## config.mk

```make
export PLATFORM = sky130hd
export DESIGN_NAME = seq_sort_div
export DESIGN_NICKNAME = d
export VERILOG_FILES = /design/src/rtl/seq_sort_div.sv
export SDC_FILE = /design/constraint.sdc
export NUM_CORES = 1
export LEC_CHECK = 0
export ABC_AREA = 1
export ABC_CLOCK_PERIOD_IN_PS = 3200
export CAP_MARGIN = 20
export CORE_ASPECT_RATIO = 1.4
export CORE_UTILIZATION = 55
export CTS_CLUSTER_SIZE = 10
export DETAILED_ROUTE_END_ITERATION = 16
export DONT_BUFFER_PORTS = 1
export PLACE_DENSITY_LB_ADDON = 0.05
export SYNTH_ARGS = -nofsm -noshare
export SYNTH_HDL_FRONTEND = slang
export SYNTH_SLANG_ARGS = --single-unit
```

## constraint.sdc

```tcl
create_clock -name clk -period 3.2 [get_ports clk]
set_input_delay 0.64 -clock clk [delete_from_list [all_inputs] [get_ports clk]]
set_output_delay 0.64 -clock clk [all_outputs]
set_load 0.05 [all_outputs]
```

## src/rtl/seq_sort_div.sv

```systemverilog
// rtl/seq_sort_div.sv - descending odd-even transposition sorter with quotient/alt-sum/remainder/range back end
module seq_sort_div #(
  parameter int N = 4,
  parameter int W = 4
) (
  input  logic           clk,
  input  logic           rst,
  input  logic           in_valid,
  output logic           in_ready,
  input  logic [N*W-1:0] in_data,
  input  logic [1:0]     mode,
  output logic           out_valid,
  input  logic           out_ready,
  output logic [W-1:0]   out_data,
  output logic           div_zero
);

  localparam int CW = 5;
  localparam int AW = W + $clog2(N);

  typedef enum logic [1:0] {IDLE, SORT, CALC, DONE} state_t;

  state_t           state, state_nxt;
  logic [CW-1:0]    cnt;
  logic [1:0]       mode_q;
  logic [W-1:0]     ops      [N];
  logic [W-1:0]     pass_out [N];
  logic [2*W-1:0]   rem_q, rem_nxt, dsh;
  logic [W-1:0]     quo_q, quo_nxt;
  logic [AW-1:0]    alt_sum;
  logic [W-1:0]     result;
  logic             is_div, sort_last, calc_last;

  assign is_div    = ~mode_q[0];
  assign sort_last = (cnt == CW'(N - 1));
  assign calc_last = !is_div || (cnt == CW'(W - 1));

  // One transposition pass; pass parity follows the pass counter.
  always_comb begin
    for (int i = 0; i < N; i++) pass_out[i] = ops[i];
    for (int i = 0; i < N - 1; i++) begin
      if ((i[0] == cnt[0]) && (ops[i] < ops[i+1])) begin
        pass_out[i]   = ops[i+1];
        pass_out[i+1] = ops[i];
      end
    end
  end

  // Restoring divider step: a zero divisor naturally yields all-ones and rem = s0.
  always_comb begin
    dsh     = {{W{1'b0}}, ops[N-1]} << (CW'(W - 1) - cnt);
    rem_nxt = rem_q;
    quo_nxt = quo_q;
    if (rem_q >= dsh) begin
      rem_nxt = rem_q - dsh;
      quo_nxt = quo_q | (W'(1) << (CW'(W - 1) - cnt));
    end
  end

  // Pairwise differences of a descending list are non-negative, so no sign handling.
  always_comb begin
    alt_sum = '0;
    for (int i = 0; i < N; i += 2) alt_sum = alt_sum + (AW'(ops[i]) - AW'(ops[i+1]));
  end

  always_comb begin
    result = '0;
    case (mode_q)
      2'd0: result = quo_nxt;
      2'd1: result = W'(alt_sum);
      2'd2: result = W'(rem_nxt);
      2'd3: result = ops[0] - ops[N-1];
      default: result = '0;
    endcase
  end

  always_ff @(posedge clk) begin
    if (rst) state <= IDLE;
    else     state <= state_nxt;
  end

  always_comb begin
    state_nxt = state;
    in_ready  = 1'b0;
    case (state)
      IDLE: begin
        in_ready = !rst;
        if (in_valid) state_nxt = SORT;
      end
      SORT: if (sort_last) state_nxt = CALC;
      CALC: if (calc_last) state_nxt = DONE;
      DONE: if (out_ready) state_nxt = IDLE;
      default: state_nxt = IDLE;
    endcase
  end

  always_ff @(posedge clk) begin
    if (rst) begin
      cnt       <= '0;
      mode_q    <= '0;
      rem_q     <= '0;
      quo_q     <= '0;
      out_valid <= 1'b0;
      out_data  <= '0;
      div_zero  <= 1'b0;
      for (int i = 0; i < N; i++) ops[i] <= '0;
    end else begin
      case (state)
        IDLE: begin
          if (in_valid) begin
            for (int i = 0; i < N; i++) ops[i] <= in_data[i*W +: W];
            mode_q <= mode;
            cnt    <= '0;
          end
        end
        SORT: begin
          for (int i = 0; i < N; i++) ops[i] <= pass_out[i];
          if (sort_last) begin
            cnt   <= '0;
            rem_q <= {{W{1'b0}}, pass_out[0]};
            quo_q <= '0;
          end else begin
            cnt <= cnt + CW'(1);
          end
        end
        CALC: begin
          rem_q <= rem_nxt;
          quo_q <= quo_nxt;
          cnt   <= cnt + CW'(1);
          if (calc_last) begin
            out_data  <= result;
            div_zero  <= is_div && (ops[N-1] == '0);
            out_valid <= 1'b1;
          end
        end
        DONE: if (out_ready) out_valid <= 1'b0;
        default: ;
      endcase
    end
  end

endmodule
```

=== Word-level counts from Yosys, hierarchy flattened ===
Memories as Yosys holds them, arrays and structs flattened.
Cells that the tools add are included.

* Flip-flop bits (word level): 27
* Bits in writable memories: 16
* Input bits: 22
* Output and inout port bits: 7
* Memories kept: 1

* Add/sub/neg operators: 7
* Order comparisons: 4
* Equality and inequality tests: 12
* Shift-type cells: 2
* Muxes and demuxes: 39
* Bitwise logic cells: 11
* Reduce and logical (&&, ||, !) cells: 19

{| class="wikitable"
|+ Memory list
! name !! depth !! width !! rd ports !! clocked after Yosys merged registers in !! wr ports !! RTL line !! source
|-
| ops || 4 || 4 || 4 || 0 || 4 || 26 || <nowiki>logic [W-1:0] ops [N];</nowiki>
|}

{| class="wikitable"
|+ Operators by type and width
! kind !! count
|-
| $mux 4 || 10
|-
| $mux 8 || 5
|-
| $pmux 4 s4 || 1
|-
| $pmux 8 s2 || 1
|-
| $pmux 5 s3 || 1
|-
| $lt 4x4->1 || 3
|-
| $mux 1 || 12
|-
| $sub 4x4->4 || 3
|-
| $mux 5 || 2
|-
| $ne 2x2->1 const B || 5
|-
| $eq 2x2->1 const B || 4
|-
| $ge 8x8->1 || 1
|-
| $mux 2 || 4
|-
| $or 1x1->1 || 8
|-
| $pmux 2 s4 || 1
|-
| $pmux 4 s2 || 1
|-
| $reduce_and 2->1 || 4
|-
| $shl 4x5->8 || 1
|-
| $sub 8x8->8 || 1
|-
| $reduce_and 3->1 || 2
|-
| $add 5x1->5 const B || 1
|-
| $eq 5x2->1 const B || 1
|-
| $shl 1x5->4 const A || 1
|-
| $sub 2x5->5 const A || 1
|-
| 13 further kinds || 20
|}

=== Depth between registers and ports, before layout ===
* Word-level depth: 6
* Mapped depth: 25
* Mapped depth without buffers: 23

=== Worst setup path after synthesis ===
Ideal clock, no wire load.

* Kind: register -> register
* From: reg cnt[2]
* To: reg out_data[1]
* Setup time: 0.132 ns
* Data arrival time: 2.909 ns
* Required time: 3.068 ns
* Setup slack: 0.159 ns
* Stages on the path, launching flop included: 23
* Buffers on the path: 2
* Cell sequence: dfxtp_1 > buf_2 > clkinv_1 > ha_1 > nand2_1 > nand2_1 > nor2_1 > nand3_1 > a221oi_1 > o31ai_1 > ha_1 > nand2_1 > nor2_2 > nand3_1 > nand3_2 > buf_6 > clkinv_2 > nand2_1 > nand2_1 > nand2_1 > nand2_1 > nand3_1 > a21oi_1

* Longest elaborated chain between the ends: 5

{| class="wikitable"
|+ Ends and longest elaborated chain
! item !! RTL line !! source
|-
| start: declaration || 24 || <nowiki>logic [CW-1:0] cnt;</nowiki>
|-
| start signal: assignment || 123 || <nowiki>cnt <= cnt + CW'(1);</nowiki>
|-
| start signal: assignment || 129 || <nowiki>cnt <= cnt + CW'(1);</nowiki>
|-
| $sub 2x5->5 || 51, 56 ||
|-
| $shl 4x5->8 / $shl 1x5->4 (equally long branches) || 51, 56 ||
|-
| $sub 8x8->8, or another cell as far along || 55 || <nowiki>rem_nxt = rem_q - dsh;</nowiki>
|-
| $mux 8 / $mux 4 (equally long branches) || 54 || <nowiki>if (rem_q >= dsh) begin</nowiki>
|-
| $pmux 4 s4 || 68 || <nowiki>case (mode_q)</nowiki>
|-
| end signal: assignment || 131 || <nowiki>out_data <= result;</nowiki>
|-
| end: declaration || 14 || <nowiki>output logic [W-1:0] out_data,</nowiki>
|}

Parallel ways exist; a longest one is shown, timed or not. The select of a mux whose other input is x is not followed.
A chain may end at the register's enable or synchronous reset.

==> flow_summary.ini <==
[placed_design]
dp_hpwl_um = 7267
dp.cells = 576
io_buffers = 0
dp_slack_ns = 0.08905
place_area_um2 = 3617
gp_congestion = 0.9273

[clock_tree]
cts_tree = built
clockBufferDepth = 2
clk_pin_slew_ns = 0.10
root_buffer = clkbuf_8
cts-htree-levels = 2
postCtsHoldBufs = 0
cts.sinks = 43
cts_buffers = 5
clkLatencyLatePin_ns = 0.31

[floorplan]
die-height_um = 96.72
dieArea_um2 = 6737
die_w_um = 69.66
pin_count = 29
start_util_pct = 56.75
coreArea_um2 = 6211
num_rows = 34

[worst_setup_path]
worstSetupEndpointType = flip-flop
setup.worst_path.start_class = flip-flop
cp_max_fo = 4
cpPeakStageDelay_ns = 0.57
required_ns = 3.40
slowest_stage = fa_1
critPathArrivalTime_ns = 3.22
critPathKind = reg2reg
cp_cell_sequence = inv_1, fa_1, inv_1, fa_1, inv_1, ha_1, fa_1, a221oi_1, nand2_1, nand3_1, a21oi_1

[timing]
hold_viol = 0
setup-tns-final_ns = 0
slew_violations = 0
finalCritPeriodShare_pct = 94.45
fmax_mhz = 330.9
min_period_ns = 3.023
tightestPinTransition_ns = 0.8712
setup_violations = 0
fin_worst_skew_ns = 0.01284
fin_ws_ns = 0.1775
slew_headroom_pct = 41.71

[grt]
grt_pass1_wl_um = 15240
grt_use_total_pct = 28.26
antenna_found_initial = 0
grt_pass1_vias = 3357
grt.overflow.total = 0
grt_max_degree = 28

[drt]
top_layer = met4
wl_met1_um = 3570
drc_errors = 0
ant_nets = 0
vias_per_cell = 5.769
drtIter0Drc = 202
num_vias = 3392
wirelength_um = 9375
detail_route.first_pass.iterations = 5
met2_length_um = 5147
route.met3.wl_um = 383
wl_per_cell_um = 15.94

[synthesis]
synthMostInstantiatedCell = nand2_1
synth_edf_count = 16
avgSynthCellArea_um2 = 6.938
netlist_top_cells_count = 131 x nand2_1, 75 x inv_1, 54 x nand3_1, 33 x a21oi_1, 32 x o21ai_0
yosys_warnings = 0
ys_types = 34
syn_nets = 569
seq_area_frac_synth_pct = 28.97
ys_ff_latch = 43
synth_top_flop_cell = dfxtp_1
synthArstFlopShare_pct = 0
synthesis.instances = 508
synth_top_cell_by_area = dfxtp_1
synth.area.top_cells = dfxtp_1 15%, nand2_1 14%, edfxtp_1 14%
synth_area_um2 = 3525
synthDominantCellAreaShare_pct = 15.34

[layout]
diodes = 0
n_fill_cell = 613
final_layout_size_suffix_gt1_share_pct = 9.109
area_delta_synth_final_pct = 9.443
stdcell_area_um2 = 3857
final_nets = 576
final_cells = 588

[hold_path]
hold_path.class = in2reg

[power_and_ir_drop]
power-per-cell-area_nw_per_um2 = 1142
p_leak_nw = 1.704
ir_drop_mv = 0.9248

[outcome]
status = finished clean

[run]
maxCapViolations = 0
## layout make-up
class | instances | area, µm² | share of cell area, %
Clock buffer | 5 | 68.82 | 1.784
Clock inverter | 3 | 23.77 | 0.6163
Inverter | 80 | 301.5 | 7.817
Multi-Input combinational cell | 374 | 2270 | 58.84
Sequential cell | 43 | 1021 | 26.47
Tap cell | 72 | 90.09 | 2.335
Timing Repair Buffer | 11 | 82.58 | 2.141
## cell usage in the layout, fill, tap and decap left out, types with 2 or more instances in the layout
cell type	synthesis	layout
dfxtp_1	27	27
nor2_2	3	2
nand2_1	131	127
nand2_2	0	4
nand3_4	0	2
ha_1	31	28
nor2_4	0	2
clkbuf_8	0	5
a211oi_1	5	4
buf_4	0	11
o22ai_1	5	5
a21oi_1	33	33
nand4_1	4	4
clkinv_1	2	2
ha_4	0	2
nor3_1	4	3
o21ai_1	5	5
clkinvlp_4	0	2
inv_1	75	75
inv_2	2	2
a221oi_1	4	3
nand3_2	2	3
nand3_1	54	52
xor2_1	8	8
o211ai_1	5	5
nor3_2	1	2
fa_1	8	8
nor2_1	29	28
edfxtp_1	16	16
a21oi_4	0	2
nand3b_1	2	2
o21ai_0	32	31
## layer usage
layer,global-route usage (%),vias to the layer above
li1,-,1699
met1,29.80,1571
met2,55.71,99
met3,3.854,23
met4,9.692,0
met5,0,-
## power breakdown
| group | total (mW) | leakage, nW | internal, mW | switching, mW |
|---|---|---|---|---|
| registers | 0.916 | 0.392 | 0.746 | 0.169 |
| clock network | 0.372 | 0.0408 | 0.156 | 0.216 |
| logic | 3.12 | 1.27 | 1.11 | 2.00 |
## kinds of logic (layout without fill, tap and decap cells)
group | count (synthesis) | in the layout | share of synthesized area, %
simple gates | 231 | 232 | 27.97
compound gates | 95 | 95 | 15.34
buf+inv | 92 | 99 | 10.19
flops | 43 | 43 | 28.97
fa+ha+maj | 39 | 39 | 15.55
xor+xnor | 8 | 8 | 1.988
## sequential cells by signal, summed over array words and instances, names as in the netlist
name / cells
quo_q: 4
cnt: 5
out_data: 4
ops: 16
mode_q: 2
rem_q: 8
div_zero: 1
state: 2
out_valid: 1
## worst max-delay path: cells and delay by family, from the launching register on
kind	cells	cell delay, ns
AOI/OAI and AO/OA	2	0.41
adders and majority gates	4	1.71
buffers and inverters	3	0.25
DFF	1	0.37
and+or+nand+nor	2	0.17
## path summary, 6_finish.rpt
path              slack (ns)           to  cells past startpoint       from
hold / removal          0.39     rem_q[3]                      1        rst
setup / recovery        0.18  out_data[1]                     11  ops[3][0]
setup reg to reg        0.18  out_data[1]                     11  ops[3][0]
hold reg to reg         0.47     rem_q[6]                      2   rem_q[6]
## what timing repair did
item	in CTS	in global routing
setup endpoints to repair	0	16
gates resized for setup	0	23
setup buffers	0	3
## per-stage QoR
step	hold slack, ns	util [%]	total power, mW
2_1_floorplan	0.4449	-	3.108
3_3_place_gp	0.4492	58.24	3.676
3_5_place_dp	0.4560	58.24	3.747
4_1_cts	0.3839	59.73	4.121
5_1_grt	0.3729	62.11	4.875
6_report	0.3908	62.11	4.403
Note: power is estimated with default switching activity, not from simulation.
